`src/rtl/wb_commit_stage.sv`:
```
// Writeback/commit stage: registers one instruction from MEM, resolves its
// exceptions by a fixed priority table, drives the GPR write, the CSR
// exception/ertn signals and the forwarding bus, and buffers retired
// instructions in a small commit-trace FIFO that stalls the stage when full.
module wb_commit_stage #(
  parameter int DATA_W = 32,
  parameter int REG_AW = 5,
  parameter int EXC_N = 6,
  parameter int ECODE_W = 6,
  parameter logic [EXC_N*ECODE_W-1:0] EXC_ECODES = {6'h9, 6'hd, 6'h8, 6'hc, 6'hb, 6'h0},
  parameter int TRACE_DEPTH = 4,
  parameter int CNT_W = 32
) (
  input  logic              clk,
  input  logic              reset,
  input  logic              ms_to_ws_valid,
  output logic              ws_allowin,
  input  logic [DATA_W-1:0] ms_to_ws_pc,
  input  logic              ms_to_ws_gr_we,
  input  logic [REG_AW-1:0] ms_to_ws_dest,
  input  logic [DATA_W-1:0] ms_to_ws_result,
  input  logic              ms_to_ws_csr_sel,
  input  logic [EXC_N-1:0]  ms_to_ws_exc,
  input  logic              ms_to_ws_ertn,
  input  logic [DATA_W-1:0] ms_to_ws_badv,
  input  logic [DATA_W-1:0] csr_rvalue,
  output logic              wb_ex,
  output logic [ECODE_W-1:0] wb_ecode,
  output logic [DATA_W-1:0] wb_pc,
  output logic [DATA_W-1:0] wb_vaddr,
  output logic              wb_ertn,
  output logic              rf_we,
  output logic [REG_AW-1:0] rf_waddr,
  output logic [DATA_W-1:0] rf_wdata,
  output logic              ws_fwd_valid,
  output logic              trace_valid,
  input  logic              trace_ready,
  output logic [DATA_W-1:0] trace_pc,
  output logic              trace_we,
  output logic [REG_AW-1:0] trace_wnum,
  output logic [DATA_W-1:0] trace_wdata,
  output logic [CNT_W-1:0]  retire_cnt,
  output logic [CNT_W-1:0]  exc_cnt
);

  localparam int PTR_W = $clog2(TRACE_DEPTH) + 1;
  localparam int IDX_W = PTR_W - 1;

  // Lowest set request bit wins; no request yields ecode 0.
  function automatic logic [ECODE_W-1:0] pick_ecode(input logic [EXC_N-1:0] exc);
    logic [ECODE_W-1:0] code;
    code = '0;
    for (int i = EXC_N - 1; i >= 0; i--) begin
      if (exc[i]) begin
        code = EXC_ECODES[i*ECODE_W +: ECODE_W];
      end else begin
        code = code;
      end
    end
    return code;
  endfunction

  logic              ws_valid;
  logic [DATA_W-1:0] pc_r;
  logic              gr_we_r;
  logic [REG_AW-1:0] dest_r;
  logic [DATA_W-1:0] result_r;
  logic              csr_sel_r;
  logic [EXC_N-1:0]  exc_r;
  logic              ertn_r;
  logic [DATA_W-1:0] badv_r;

  logic [DATA_W-1:0] fifo_pc    [TRACE_DEPTH];
  logic              fifo_we    [TRACE_DEPTH];
  logic [REG_AW-1:0] fifo_wnum  [TRACE_DEPTH];
  logic [DATA_W-1:0] fifo_wdata [TRACE_DEPTH];
  logic [PTR_W-1:0]  wptr;
  logic [PTR_W-1:0]  rptr;

  logic full;
  logic empty;
  logic pop;
  logic fifo_push_ok;
  logic ws_ready_go;
  logic commit;
  logic any_exc;

  assign empty        = (wptr == rptr);
  assign full         = (wptr[PTR_W-1] != rptr[PTR_W-1]) &&
                        (wptr[IDX_W-1:0] == rptr[IDX_W-1:0]);
  assign trace_valid  = !empty;
  assign pop          = trace_valid && trace_ready;
  assign fifo_push_ok = !full || pop;
  assign ws_ready_go  = !ws_valid || fifo_push_ok;
  assign ws_allowin   = !ws_valid || ws_ready_go;
  assign commit       = ws_valid && ws_ready_go;
  assign any_exc      = |exc_r;

  assign wb_ex        = commit && any_exc;
  assign wb_ertn      = commit && ertn_r && !any_exc;
  assign wb_ecode     = pick_ecode(exc_r);
  assign wb_pc        = pc_r;
  assign wb_vaddr     = badv_r;
  assign rf_we        = commit && gr_we_r && !any_exc;
  assign rf_waddr     = dest_r;
  assign rf_wdata     = csr_sel_r ? csr_rvalue : result_r;
  assign ws_fwd_valid = ws_valid;

  // Head of the trace FIFO is read straight from storage (no bypass).
  assign trace_pc    = fifo_pc[rptr[IDX_W-1:0]];
  assign trace_we    = fifo_we[rptr[IDX_W-1:0]];
  assign trace_wnum  = fifo_wnum[rptr[IDX_W-1:0]];
  assign trace_wdata = fifo_wdata[rptr[IDX_W-1:0]];

  // Stage valid bit and instruction fields; exceptions and ertn flush the stage.
  always_ff @(posedge clk or posedge reset) begin
    if (reset) begin
      ws_valid  <= 1'b0;
      pc_r      <= '0;
      gr_we_r   <= 1'b0;
      dest_r    <= '0;
      result_r  <= '0;
      csr_sel_r <= 1'b0;
      exc_r     <= '0;
      ertn_r    <= 1'b0;
      badv_r    <= '0;
    end else begin
      if (commit && (wb_ex || wb_ertn)) begin
        ws_valid <= 1'b0;
      end else if (ws_allowin) begin
        ws_valid <= ms_to_ws_valid;
      end else begin
        ws_valid <= ws_valid;
      end
      if (ms_to_ws_valid && ws_allowin) begin
        pc_r      <= ms_to_ws_pc;
        gr_we_r   <= ms_to_ws_gr_we;
        dest_r    <= ms_to_ws_dest;
        result_r  <= ms_to_ws_result;
        csr_sel_r <= ms_to_ws_csr_sel;
        exc_r     <= ms_to_ws_exc;
        ertn_r    <= ms_to_ws_ertn;
        badv_r    <= ms_to_ws_badv;
      end else begin
        pc_r <= pc_r;
      end
    end
  end

  // Trace FIFO storage and pointers; every commit pushes one entry.
  always_ff @(posedge clk or posedge reset) begin
    if (reset) begin
      wptr <= '0;
      rptr <= '0;
      for (int i = 0; i < TRACE_DEPTH; i++) begin
        fifo_pc[i]    <= '0;
        fifo_we[i]    <= 1'b0;
        fifo_wnum[i]  <= '0;
        fifo_wdata[i] <= '0;
      end
    end else begin
      if (commit) begin
        fifo_pc[wptr[IDX_W-1:0]]    <= pc_r;
        fifo_we[wptr[IDX_W-1:0]]    <= rf_we;
        fifo_wnum[wptr[IDX_W-1:0]]  <= rf_waddr;
        fifo_wdata[wptr[IDX_W-1:0]] <= rf_wdata;
        wptr <= wptr + PTR_W'(1);
      end else begin
        wptr <= wptr;
      end
      if (pop) begin
        rptr <= rptr + PTR_W'(1);
      end else begin
        rptr <= rptr;
      end
    end
  end

  // Free-running retire and exception counters, wrapping modulo 2^CNT_W.
  always_ff @(posedge clk or posedge reset) begin
    if (reset) begin
      retire_cnt <= '0;
      exc_cnt    <= '0;
    end else begin
      retire_cnt <= retire_cnt + CNT_W'(commit);
      exc_cnt    <= exc_cnt + CNT_W'(wb_ex);
    end
  end

endmodule

```
`config.mk`:
```
export PLATFORM = sky130hd
export DESIGN_NAME = wb_commit_stage
export DESIGN_NICKNAME = d
export VERILOG_FILES = /design/src/rtl/wb_commit_stage.sv
export SDC_FILE = /design/constraint.sdc
export NUM_CORES = 1
export LEC_CHECK = 0
export ABC_AREA = 0
export BUFFER_PORTS_ARGS = -buffer_cell sky130_fd_sc_hd__buf_2
export CORE_ASPECT_RATIO = 1.25
export CORE_UTILIZATION = 45
export CTS_CLUSTER_SIZE = 10
export DETAILED_ROUTE_END_ITERATION = 12
export PLACE_DENSITY = 0.71
export SYNTH_ARGS = -nofsm -noshare
export SYNTH_HDL_FRONTEND = slang
export SYNTH_SLANG_ARGS = --single-unit
```
`constraint.sdc`:
```
create_clock -name clk -period 21.5 [get_ports clk]
set_clock_uncertainty 0.05 [all_clocks]
set_input_delay 4.3 -clock clk [delete_from_list [all_inputs] [get_ports clk]]
set_output_delay 4.3 -clock clk [all_outputs]
set_load 0.005 [all_outputs]
```
Word level (Yosys, flattened, before mapping). Cells that the tools add are included.

Output and inout port bits: 247. Bits of input ports: 146. Register bits: 461.

Reductions and logical operators: 21. Bitwise operators: 2. Magnitude comparators: 3. Mux-type cells: 31. $add $sub $neg: 4. Eq/ne operators: 3.

Operators with widths (count): bitwise mux 128 bit (2); 2-to-1 mux 32 bit (6); binary-select mux 32 bit (select 2 bit) (2); adder 32 x 1 -> 32 bit (2); demux 32 bit (select 2 bit) (1); 2-to-1 mux 6 bit (5); bitwise mux 20 bit (1); 2-to-1 mux 5 bit (3); logical AND 1 bit (11); binary-select mux 5 bit (select 2 bit) (1); demux 5 bit (select 2 bit) (1); adder 3 x 1 -> 3 bit, second input constant (2); >= comparator 3 bit, second input constant (2); inverter 2 -> 3 bit (2); OR reduction 6 bit (1); 2-to-1 mux 1 bit (5); bitwise mux 4 bit (1); zero test 1 bit (4); logical OR 1 bit (4); 2-to-1 mux 4 bit (1); equality test 3 bit (1); less-than comparator 3 x 1 -> 1 bit, second input constant (1); binary-select mux 1 bit (select 2 bit) (1); demux 1 bit (select 2 bit) (1); other kinds (3) (3).

Longest topological paths before layout.
Word-level depth: 11. Mapped depth: 10. Gate-level depth less buffers: 9.

Least setup slack after synthesis. OpenSTA, ideal clock, no wires.

Path type: input to output. From: in trace_ready. To: out wb_ex. Slack: 12.331 ns. Path buffers: 0. Required time: 17.150 ns. Arrival time: 4.819 ns. Stages on the path: 3. Cells stage by stage: inv_1 and4_1 nor3_1.

Word-level cells in the longest chain between the ends: 5.

Ends and longest elaborated chain: start, declared (line 37) `input logic trace_ready,`; logical AND 1 bit (line 92) `assign pop = trace_valid && trace_ready;`; logical OR 1 bit (line 93) `assign fifo_push_ok = !full || pop;`; logical OR 1 bit (line 94) `assign ws_ready_go = !ws_valid || fifo_push_ok;`; logical AND 1 bit (line 96) `assign commit = ws_valid && ws_ready_go;`; logical AND 1 bit (line 99) `assign wb_ex = commit && any_exc;`; end, declared (line 27) `output logic wb_ex,`.

Every way passes these cells.

Worst setup path in the final report. Same ends and word-level chain as after synthesis.

==> run metrics <==
worst skew pair latency=580 ps; commonest non-fill, non-tap cell in the layout=dfrtp_1; Sequential cell area=0.0115 sq mm; hpwl dp=28.5 mm; R2R cell count=6; Multi-input gate area=0.00787 sq mm; Vias=11900; clk sink count=461; htree depth=2; Worst Path Required=17150 ps; pre-CTS setup slack=11780 ps; share of cells above drive strength 1=52.5%; die area=0.0448 sq mm; sw frac=30.2%; P per Cell Area=140 mW/mm^2; Startpoint Class=input port; Synth Area in Simple Gates=3.73%; Worst-path clk slew=50 ps; Setup TNS Final=0 ps; commonest cells after routing, fill and taps aside=dfrtp_1, buf_2, mux2_2; width of the die=190 um; GP Congestion=0.778; Final ANT Viol Nets=0; CTS tree=done; unrepaired setup endpoints after global routing=no; status=complete, no violations; max_cap viols=0; mux contribution to synthesized area=32.1%; Distinct cells, synth=34; CP endpoint=wb_ex; fill count=3599; largest family of logic cells by synthesized area=multiplexers; first-pass GRT wire length=70.7 mm; routed len/inst=20.0 um; Design Power=3.30 mW; Max-Slew Margin vs Limit=27.5%; cell row count=85; kind of critical path=in2out; final setup margin=11790 ps; Die Y-Extent=236 um; Pint=2.30 mW; register area share after synthesis=58.3%; Slew Viols, Final=0; area delta synth->final=19.5%; final net count=1796; CTS root buf=clkbuf_16; Max clock buf depth=3; post_cts resized=0; initial antenna violation count=3; Synth Instances=1247; I/O pin count=393; R2R setup slack=17630 ps; Cell Area, Synth=0.0198 sq mm; I/O Buffers=390; fin crit share=45.2%; drc violations=0; Net Switching=996 uW; min Tclk post-route=9710 ps; Clk network pwr share=23.4%; FF+latch count, synth=461; Routed WL=44.1 mm; largest net degree at the start of global routing=172; dpl cells=2151; drt first-iter violations=362; Setup crit start=trace_ready; vias in the first global route=12900; fraction of the mapped netlist area in adder cells=0.633%; Min-Delay Path Class=reg2reg; synthesized area per cell=15.9 sq um; total track usage=20.2%; VDD IR-drop max=0.0704 mV; CORE AREA=0.0432 sq mm; Ys Warns=0; reg2reg end=wb_vaddr[30]; worst slew pin tran=1090 ps; sequential power share=42.7%; Leakage=10.8 nW; worst-path maximum fanout=3; CP arrival=5360 ps; grt total ovfl=0; combinational power share=34.0%; Post-CTS Setup Inserts=0; First-pass DRT Iterations=4; initial core utilization=45.8%; Hold Buf Count CTS=0; Compound-Gate Fraction of Synth Area=0.221%; xor/xnor share of the synthesized area=2.97%; Final Hold Viols=0; CTS Buf Count=52; reg-to-reg startpoint=rptr[0]; final setup vio count=0; vias per cell=5.38; crit path capture type=output port; FMAX=103 MHz; Cell Count, Final, Fillers Out=2210
## power groups by stage
stage | clock [mW] | combinational [mW] | sequential (mW)
after CTS | 0.797 | 1.15 | 1.41
after detailed placement | 0 | 1.14 | 1.43
final | 0.772 | 1.12 | 1.41
after global placement | 0 | 1.11 | 1.40
after floorplan | 0 | 0.796 | 1.33
after global routing | 0.831 | 1.21 | 1.46
## cell usage after synthesis
cell / number / area share [%]
dfrtp_1: 461 / 58
nor4_1: 3 / 0.095
nor2b_1: 1 / 0.032
a21oi_1: 2 / 0.051
xnor2_1: 53 / 2.3
nand4_1: 22 / 0.70
a21boi_0: 1 / 0.038
nand2_2: 3 / 0.095
buf_2: 38 / 0.96
ha_1: 10 / 0.63
and2_1: 3 / 0.095
inv_1: 12 / 0.23
or3_1: 1 / 0.032
and4_1: 8 / 0.35
nand3b_1: 1 / 0.038
nor4_2: 2 / 0.13
mux4_2: 70 / 8.0
mux2_1: 102 / 5.8
buf_6: 3 / 0.17
nand4_2: 1 / 0.063
nor4_4: 1 / 0.11
nand2_1: 24 / 0.46
xor2_1: 14 / 0.62
nor3_1: 14 / 0.35
nor2_1: 12 / 0.23
nand3_1: 26 / 0.66
and3_1: 7 / 0.22
clkbuf_1: 13 / 0.25
conb_1: 1 / 0.019
o21ai_0: 2 / 0.051
mux2_2: 321 / 18
buf_4: 12 / 0.46
or4_1: 2 / 0.076
a41oi_2: 1 / 0.082
## worst max-delay path, stage by stage
cell,delay (ps)
buf_2,110
inv_1,60
and4_1,210
nor3_1,440
buf_2,230
## registers in the layout, indices dropped and copies added, names as in the netlist, 5 cells and up
| signal | flops |
|---|---|
| fifo_wnum | 20 |
| exc_cnt | 32 |
| result_r | 32 |
| rf_waddr | 5 |
| retire_cnt | 32 |
| exc_r | 6 |
| wb_vaddr | 32 |
| fifo_pc | 128 |
| wb_pc | 32 |
| fifo_wdata | 128 |
## worst min-delay path by stage
| stage | slack, ps | cells after the start | end | from |
|---|---|---|---|---|
| after floorplan | 400 | 1 | result_r[0] | result_r[0] |
| after global placement | 400 | 1 | retire_cnt[31] | retire_cnt[31] |
| after detailed placement | 410 | 1 | retire_cnt[31] | retire_cnt[31] |
| after CTS | 420 | 1 | retire_cnt[31] | retire_cnt[31] |
| after global routing | 450 | 1 | result_r[12] | result_r[12] |
| final | 420 | 1 | retire_cnt[31] | retire_cnt[31] |
## routing by layer
layer  vias to the layer above  track usage (%)  routed length [um]
met5                         -                0                  12
met4                         2             7.36                1350
met3                        80             4.45                2210
met2                       296             34.8               22800
met1                      6196             24.6               17700
li1                       5315                -                   -
## area by class of cell
cell class | count | share of cell area (%)
Multi-Input combinational cell | 709 | 33.3
Tap cell | 565 | 2.99
Timing Repair Buffer | 404 | 8.75
Antenna cell | 1 | 0.0106
Clock inverter | 2 | 0.254
Sequential cell | 461 | 48.8
Clock buffer | 56 | 5.66
Inverter | 12 | 0.222
## cells by family after synthesis
group | count (synthesis)
adder cells (fa/ha/maj) | 10
other | 1
multiplexers | 493
buffers and inverters | 78
XOR/XNOR | 67
AND/OR/NAND/NOR | 131
flip-flops | 461
AO/OA/AOI/OAI | 6
## metrics by stage
stage          util [%]  instance area [sq um]  hold slack (ps)
2_1_floorplan         -                  19800              404
3_3_place_gp       51.5                  22200              405
3_5_place_dp       51.5                  22200              410
4_1_cts            54.8                  23600              422
5_1_grt            54.8                  23600              446
6_report           54.8                  23600              419
Power figures use the tool's default switching activity.
